## src/rtl/mem_arb_pkg.sv

```systemverilog
// Shared types and defaults for the instruction/data memory port arbiter.
package mem_arb_pkg;

  localparam int DATA_W_DEF     = 16;
  localparam int ADDR_W_DEF     = 16;
  localparam int STARVE_MAX_DEF = 4;

  typedef enum logic [1:0] {
    ARB_IDLE   = 2'd0,
    ARB_FETCH  = 2'd1,
    ARB_DREAD  = 2'd2,
    ARB_DWRITE = 2'd3
  } arb_state_e;

  // Counter must be able to hold the value max_val itself.
  function automatic int cnt_width(input int max_val);
    return (max_val < 1) ? 1 : $clog2(max_val + 1);
  endfunction

endpackage

```

## src/rtl/mem_port_arbiter_if.sv

```systemverilog
// Fetch, data and single-port memory signals between the core side and the arbiter.
interface mem_port_arbiter_if
  import mem_arb_pkg::*;
#(
  parameter int DATA_W = DATA_W_DEF,
  parameter int ADDR_W = ADDR_W_DEF
) ();

  logic              if_req;
  logic [ADDR_W-1:0] if_addr;
  logic              if_gnt;
  logic [DATA_W-1:0] if_rdata;
  logic              if_valid;

  logic              dm_req;
  logic              dm_we;
  logic [ADDR_W-1:0] dm_addr;
  logic [DATA_W-1:0] dm_wdata;
  logic              dm_gnt;
  logic [DATA_W-1:0] dm_rdata;
  logic              dm_valid;

  logic [ADDR_W-1:0] mem_addr;
  logic [DATA_W-1:0] mem_wdata;
  logic              mem_we;
  logic [DATA_W-1:0] mem_rdata;

  logic              stall;

  modport master (
    output if_req, if_addr, dm_req, dm_we, dm_addr, dm_wdata, mem_rdata,
    input  if_gnt, if_rdata, if_valid, dm_gnt, dm_rdata, dm_valid,
           mem_addr, mem_wdata, mem_we, stall
  );

  modport slave (
    input  if_req, if_addr, dm_req, dm_we, dm_addr, dm_wdata, mem_rdata,
    output if_gnt, if_rdata, if_valid, dm_gnt, dm_rdata, dm_valid,
           mem_addr, mem_wdata, mem_we, stall
  );

endinterface

```

## src/rtl/arb_starve_cnt.sv

```systemverilog
// Saturating up-counter with synchronous clear; counts consecutive denied fetch cycles.
module arb_starve_cnt #(
  parameter int CNT_W = 3,
  parameter int MAX   = 4
) (
  input  logic             clk,
  input  logic             rst,
  input  logic             inc,
  input  logic             clr,
  output logic [CNT_W-1:0] cnt
);

  localparam logic [CNT_W-1:0] MAX_C = CNT_W'(MAX);

  always_ff @(posedge clk or posedge rst) begin
    if (rst) begin
      cnt <= '0;
    end else if (clr) begin
      cnt <= '0;
    end else if (inc && (cnt != MAX_C)) begin
      cnt <= cnt + CNT_W'(1);
    end
  end

endmodule

```

## src/rtl/mem_port_arbiter.sv

```systemverilog
// Single-port memory arbiter: data over fetch, with a starvation limit that forces a fetch.
//   state    | meaning
//   IDLE     | no access issued last cycle
//   FETCH    | fetch read issued last cycle, instruction returns now
//   DREAD    | data read issued last cycle, load data returns now
//   DWRITE   | data write issued last cycle, nothing returns
module mem_port_arbiter
  import mem_arb_pkg::*;
#(
  parameter int DATA_W     = DATA_W_DEF,
  parameter int ADDR_W     = ADDR_W_DEF,
  parameter int STARVE_MAX = STARVE_MAX_DEF
) (
  input logic               clk,
  input logic               rst,
  mem_port_arbiter_if.slave bus
);

  localparam int CNT_W = cnt_width(STARVE_MAX);
  localparam logic [CNT_W-1:0]  STARVE_LIM = CNT_W'(STARVE_MAX);
  localparam logic [DATA_W-1:0] ZERO_D     = '0;

  localparam logic [1:0] ST_IDLE   = ARB_IDLE;
  localparam logic [1:0] ST_FETCH  = ARB_FETCH;
  localparam logic [1:0] ST_DREAD  = ARB_DREAD;
  localparam logic [1:0] ST_DWRITE = ARB_DWRITE;

  logic [1:0]        state_q, state_d;
  logic [CNT_W-1:0]  starve_cnt;
  logic              force_fetch;
  logic              if_gnt_c, dm_gnt_c;
  logic              starve_inc, starve_clr;
  logic [ADDR_W-1:0] addr_q, addr_d;
  logic              fetch_rsp, dread_rsp;

  arb_starve_cnt #(
    .CNT_W (CNT_W),
    .MAX   (STARVE_MAX)
  ) u_starve (
    .clk (clk),
    .rst (rst),
    .inc (starve_inc),
    .clr (starve_clr),
    .cnt (starve_cnt)
  );

  // Grants are purely combinational so that accept = req & gnt in the same cycle.
  always_comb begin
    force_fetch = bus.if_req & (starve_cnt == STARVE_LIM);
    dm_gnt_c    = ~rst & bus.dm_req & ~force_fetch;
    if_gnt_c    = ~rst & bus.if_req & ~dm_gnt_c;
    starve_inc  = bus.if_req & ~if_gnt_c;
    starve_clr  = ~bus.if_req | if_gnt_c;
  end

  always_comb begin
    addr_d  = addr_q;
    state_d = ST_IDLE;
    if (rst) begin
      addr_d = '0;
    end else if (dm_gnt_c) begin
      addr_d  = bus.dm_addr;
      state_d = bus.dm_we ? ST_DWRITE : ST_DREAD;
    end else if (if_gnt_c) begin
      addr_d  = bus.if_addr;
      state_d = ST_FETCH;
    end
  end

  always_ff @(posedge clk or posedge rst) begin
    if (rst) begin
      state_q <= ST_IDLE;
      addr_q  <= '0;
    end else begin
      state_q <= state_d;
      addr_q  <= addr_d;
    end
  end

  assign fetch_rsp = (state_q == ST_FETCH);
  assign dread_rsp = (state_q == ST_DREAD);

  assign bus.if_gnt    = if_gnt_c;
  assign bus.dm_gnt    = dm_gnt_c;
  assign bus.mem_addr  = addr_d;
  assign bus.mem_we    = dm_gnt_c & bus.dm_we;
  assign bus.mem_wdata = dm_gnt_c ? bus.dm_wdata : ZERO_D;
  assign bus.if_valid  = fetch_rsp;
  assign bus.if_rdata  = fetch_rsp ? bus.mem_rdata : ZERO_D;
  assign bus.dm_valid  = dread_rsp;
  assign bus.dm_rdata  = dread_rsp ? bus.mem_rdata : ZERO_D;
  assign bus.stall     = ~rst & ((bus.if_req & ~if_gnt_c) | (bus.dm_req & ~dm_gnt_c));

  a_one_grant : assert property (@(posedge clk) disable iff (rst) !(if_gnt_c && dm_gnt_c));
  a_we_gnt    : assert property (@(posedge clk) disable iff (rst) bus.mem_we |-> dm_gnt_c);

endmodule

```

## src/flat_wrapper.sv

```systemverilog
// flat-port wrapper written by rule: the top's interface ports become plain ports
module mem_port_arbiter_flat import mem_arb_pkg::*;
#(
  parameter int DATA_W     = DATA_W_DEF,
  parameter int ADDR_W     = ADDR_W_DEF,
  parameter int STARVE_MAX = STARVE_MAX_DEF
)
  (clk, rst, bus_if_req, bus_if_addr, bus_dm_req, bus_dm_we, bus_dm_addr, bus_dm_wdata, bus_mem_rdata, bus_if_gnt, bus_if_rdata, bus_if_valid, bus_dm_gnt, bus_dm_rdata, bus_dm_valid, bus_mem_addr, bus_mem_wdata, bus_mem_we, bus_stall);
  mem_port_arbiter_if #(.DATA_W(DATA_W), .ADDR_W(ADDR_W)) bus_i ();
  input logic clk;
  input logic rst;
  input wire logic [$bits(bus_i.if_req)-1:0] bus_if_req;
  input wire logic [$bits(bus_i.if_addr)-1:0] bus_if_addr;
  input wire logic [$bits(bus_i.dm_req)-1:0] bus_dm_req;
  input wire logic [$bits(bus_i.dm_we)-1:0] bus_dm_we;
  input wire logic [$bits(bus_i.dm_addr)-1:0] bus_dm_addr;
  input wire logic [$bits(bus_i.dm_wdata)-1:0] bus_dm_wdata;
  input wire logic [$bits(bus_i.mem_rdata)-1:0] bus_mem_rdata;
  output wire logic [$bits(bus_i.if_gnt)-1:0] bus_if_gnt;
  output wire logic [$bits(bus_i.if_rdata)-1:0] bus_if_rdata;
  output wire logic [$bits(bus_i.if_valid)-1:0] bus_if_valid;
  output wire logic [$bits(bus_i.dm_gnt)-1:0] bus_dm_gnt;
  output wire logic [$bits(bus_i.dm_rdata)-1:0] bus_dm_rdata;
  output wire logic [$bits(bus_i.dm_valid)-1:0] bus_dm_valid;
  output wire logic [$bits(bus_i.mem_addr)-1:0] bus_mem_addr;
  output wire logic [$bits(bus_i.mem_wdata)-1:0] bus_mem_wdata;
  output wire logic [$bits(bus_i.mem_we)-1:0] bus_mem_we;
  output wire logic [$bits(bus_i.stall)-1:0] bus_stall;
  assign bus_i.if_req = bus_if_req;
  assign bus_i.if_addr = bus_if_addr;
  assign bus_i.dm_req = bus_dm_req;
  assign bus_i.dm_we = bus_dm_we;
  assign bus_i.dm_addr = bus_dm_addr;
  assign bus_i.dm_wdata = bus_dm_wdata;
  assign bus_i.mem_rdata = bus_mem_rdata;
  assign bus_if_gnt = bus_i.if_gnt;
  assign bus_if_rdata = bus_i.if_rdata;
  assign bus_if_valid = bus_i.if_valid;
  assign bus_dm_gnt = bus_i.dm_gnt;
  assign bus_dm_rdata = bus_i.dm_rdata;
  assign bus_dm_valid = bus_i.dm_valid;
  assign bus_mem_addr = bus_i.mem_addr;
  assign bus_mem_wdata = bus_i.mem_wdata;
  assign bus_mem_we = bus_i.mem_we;
  assign bus_stall = bus_i.stall;
  mem_port_arbiter #(.DATA_W(DATA_W), .ADDR_W(ADDR_W), .STARVE_MAX(STARVE_MAX)) u_core (.clk(clk), .rst(rst), .bus(bus_i));
endmodule
```

## config.mk

```make
export PLATFORM = sky130hd
export DESIGN_NAME = mem_port_arbiter_flat
export DESIGN_NICKNAME = d
export VERILOG_FILES = /design/src/rtl/mem_arb_pkg.sv /design/src/rtl/mem_port_arbiter_if.sv /design/src/rtl/arb_starve_cnt.sv /design/src/rtl/mem_port_arbiter.sv /design/src/flat_wrapper.sv
export SDC_FILE = /design/constraint.sdc
export NUM_CORES = 1
export LEC_CHECK = 0
export CAP_MARGIN = 20
export CORE_MARGIN = 4
export CORE_UTILIZATION = 34
export CTS_CLUSTER_DIAMETER = 30
export DETAILED_ROUTE_END_ITERATION = 10
export GPL_TIMING_DRIVEN = 0
export PLACE_DENSITY = 0.88
export SYNTH_ARGS = -nofsm -noshare
export SYNTH_HDL_FRONTEND = slang
export SYNTH_SLANG_ARGS = --single-unit
```

## constraint.sdc

```tcl
create_clock -name clk -period 2.95 [get_ports clk]
set_clock_uncertainty 0.2 [all_clocks]
set_input_delay 0.295 -clock clk [delete_from_list [all_inputs] [get_ports clk]]
set_output_delay 0.295 -clock clk [all_outputs]
set_load 0.01 [all_outputs]
```

==> impl_metrics.json <==
{
  "path_clk_slew_ns": 0.08,
  "ys_async_sr_fraction": 1.00,
  "swShare": 0.281,
  "core-area_um2": 4350,
  "vdd_drop_max_v": 0.000204,
  "outcome": "finished clean",
  "p_sw_mw": 0.238,
  "antenna_found_initial": 0,
  "max-cap-violations": 0,
  "cts.path.max_buffers": 2,
  "syn_area_per_cell_um2": 8.65,
  "p_leak_nw": 1.34,
  "dpl_worst_slack_ns": -0.520,
  "power.total_mw": 0.849,
  "hold_buffers": 0,
  "path_class": "reg -> out",
  "path_delay_family": "buffers and inverters",
  "fin_ws_ns": 0.0386,
  "critical_path_required_ns": 2.46,
  "clk_latency_ns": 0.26,
  "yosysSeqAreaShare": 0.345,
  "cp.depth": 7,
  "synthMuxAreaShare": 0.00740,
  "synth.distinct_cells": 23,
  "crit_start": "u_core.u_starve.cnt[0]",
  "cts.sinks": 21,
  "ys_top_cells_by_count": "and2_1, dfrtp_1, inv_1, nor2b_1",
  "crit_slowest_cell": "clkdlybuf4s50_1",
  "stdcell_area_um2": 3070,
  "cts_buffers": 3,
  "grt_usage": 0.189,
  "via_per_inst": 4.97,
  "cts_tree": "built",
  "syn_inst": 176,
  "synth_area_leaders": "dfrtp_1, and2_1, a221oi_1",
  "power_density_nw_per_um2": 276,
  "nets": 394,
  "antenna-diode-count": 0,
  "worst_pin_slew_ns": 0.607,
  "worst-path-buf-inv": 3,
  "min_period_over_period": 0.987,
  "yosys_warnings": 0,
  "comb_power_share": 0.402,
  "slowest_delay_ns": 0.60,
  "dpl_cell_area_um2": 2970,
  "internal-power_mw": 0.610,
  "cts_root_buf": "clkbuf_8",
  "slew_headroom": 0.593,
  "worstReg2RegStart": "u_core.u_starve.cnt[0]",
  "ios": 139,
  "drt_iter0_drc": 72,
  "drt_pre_antenna_iters": 4,
  "path_cells": "inv_1, ha_2, nand3_4, and2_4, buf_6, a211oi_1, clkdlybuf4s50_1",
  "synthAdderAreaFrac": 0.0164,
  "seq_power_share": 0.370,
  "timing.setup.tns_ns": 0,
  "dp_hpwl_um": 4520,
  "synth_top_family_by_area": "simple AND/OR/NAND/NOR gates",
  "syn_nets": 247,
  "synth.most_common_cell": "and2_1",
  "ys_seq_elements": 21,
  "critPathCapture": "bus_mem_addr[0]",
  "netlist_area_um2": 1520,
  "synth_top_area_share": 0.345,
  "dp.cells": 366,
  "drc": 0,
  "p_clk_frac": 0.227,
  "synth-simple-area-share": 0.327,
  "grt_max_degree": 14,
  "io_buffers": 138,
  "synth_compound_area_frac": 0.205,
  "rsz0062_at_grt": "yes",
  "layout-drive-gt1-share": 0.0839,
  "r2r_cells": 7,
  "start_kind": "register",
  "vias": 1859,
  "reg2reg_slack_ns": 0.99,
  "endpoint_kind": "output pin",
  "overflow": 0,
  "syn_to_final_growth_pct": 102,
  "chipHeight_um": 74.9,
  "grt_pass1_vias": 1724,
  "htreeDepth": 1,
  "min_path_type": "in -> async",
  "synth-edff-count": 0,
  "rows": 24,
  "grt_pass1_wl_um": 8200,
  "arrival_ns": 2.42,
  "synth_top_area_cell": "dfrtp_1",
  "die-area_um2": 5610,
  "hold_viol": 0,
  "drtAntennaViolNets": 0,
  "r2r_end": "u_core.addr_q[6]",
  "fin_cells": 374,
  "setup_viol": 0,
  "synth_xor_area_frac": 0,
  "globalplace.congestion": 0.745,
  "wl_um": 5790,
  "wl_per_cell_um": 15.5,
  "ys.flop_type": "dfrtp_1",
  "min_period_ns": 2.91,
  "initial_core_util": 0.350,
  "worstPathMaxFanout": 10,
  "die_w_um": 74.9,
  "max_clock_freq_mhz": 343,
  "drv_slew": 0
}
==> worst register-to-register path: cells and delay by family, from the launching register on <==
| kind | cells | cell delay (ns) |
|---|---|---|
| DFF | 1 | 0.42 |
| and+or+nand+nor | 2 | 0.35 |
| buffers and inverters | 3 | 0.34 |
| AOI/OAI and AO/OA | 1 | 0.31 |
| adders and majority gates | 1 | 0.23 |
==> per-layer routing <==
layer / track usage / wire length, µm / part of all wire / vias up
li1: - / - / - / 896
met4: 0.0593 / 68 / 0.012 / 0
met2: 0.350 / 3120 / 0.54 / 90
met3: 0.0307 / 555 / 0.096 / 6
met1: 0.220 / 2040 / 0.35 / 867
met5: 0 / 0 / 0 / -
==> power by group through the flow <==
stage,combinational (mW),clock [mW],sequential [mW]
after floorplan,0.132,0,0.318
after global placement,0.333,0,0.318
after detailed placement,0.339,0,0.320
after CTS,0.336,0.190,0.314
after global routing,0.368,0.205,0.316
final,0.341,0.193,0.314
==> metrics by stage <==
step,hold slack (ns),utilization
after floorplan,0.103,-
after global placement,0.376,0.682
after global routing,0.387,0.705
after CTS,0.277,0.692
final,0.331,0.705
after detailed placement,0.406,0.682
==> repair_timing <==
item	in CTS	in global routing
endpoints found under the setup margin	28	17
gates cloned	1	0
resized for setup	13	9
setup buffers	0	4
==> placed cells by master (no fill, tap or decap) <==
cell and instances:
nand4_1 1, o21ai_0 1, and2_1 51, a211oi_1 12
clkbuf_8 3, a221oi_1 16, nand3_4 1, clkbuf_2 3
buf_4 4, clkbuf_1 6, clkdlybuf4s50_1 126, and2_4 1
dlymetal6s2s_1 3, o2bb2ai_1 1, mux2_2 1, buf_6 2
a21bo_2 1, clkinvlp_2 1, a211oi_2 4, dlygate4sd2_1 9
buf_2 4, clkinvlp_4 1, dfrtp_1 21, nand2_1 2
ha_2 1, a21oi_1 2, nor2b_1 18, o221ai_1 1
ha_1 1, nor3b_1 1, inv_1 19, o32ai_1 1
and3_1 3
==> sequential cells by signal, indices dropped and copies added, names as in the netlist <==
register             cells
u_core.addr_q           16
u_core.state_q           2
u_core.u_starve.cnt      3
==> cell families (layout without fill, tap and decap cells) <==
| group | after synthesis | after routing |
|---|---|---|
| buffers and inverters | 35 | 181 |
| and+or+nand+nor | 78 | 78 |
| muxes | 1 | 1 |
| AOI/OAI and AO/OA | 39 | 39 |
| adders and majority gates | 2 | 2 |
| DFF | 21 | 21 |
==> worst min-delay path by stage <==
| stage | startpoint | slack [ns] | cells after the start | endpoint |
|---|---|---|---|---|
| 5_1_grt | rst | 0.39 | 3 | u_core.u_starve.cnt[2] |
| 3_3_place_gp | u_core.u_starve.cnt[2] | 0.38 | 1 | u_core.u_starve.cnt[2] |
| 3_5_place_dp | u_core.u_starve.cnt[2] | 0.41 | 1 | u_core.u_starve.cnt[2] |
| 4_1_cts | rst | 0.28 | 2 | u_core.u_starve.cnt[0] |
| 2_1_floorplan | rst | 0.10 | 1 | u_core.addr_q[0] |
| 6_report | rst | 0.33 | 3 | u_core.u_starve.cnt[0] |
==> layout make-up <==
class	count	area (µm²)
plain buffers	14	76.3
clock buffers	4	45.0
fillers	360	1280
inverters	20	78.8
multi-input cells	120	868
flip-flops and latches	21	526
well taps	52	65.1
repair buffers	142	1410
repair inverters	1	5.00
Note: power is estimated with default switching activity, not from simulation.
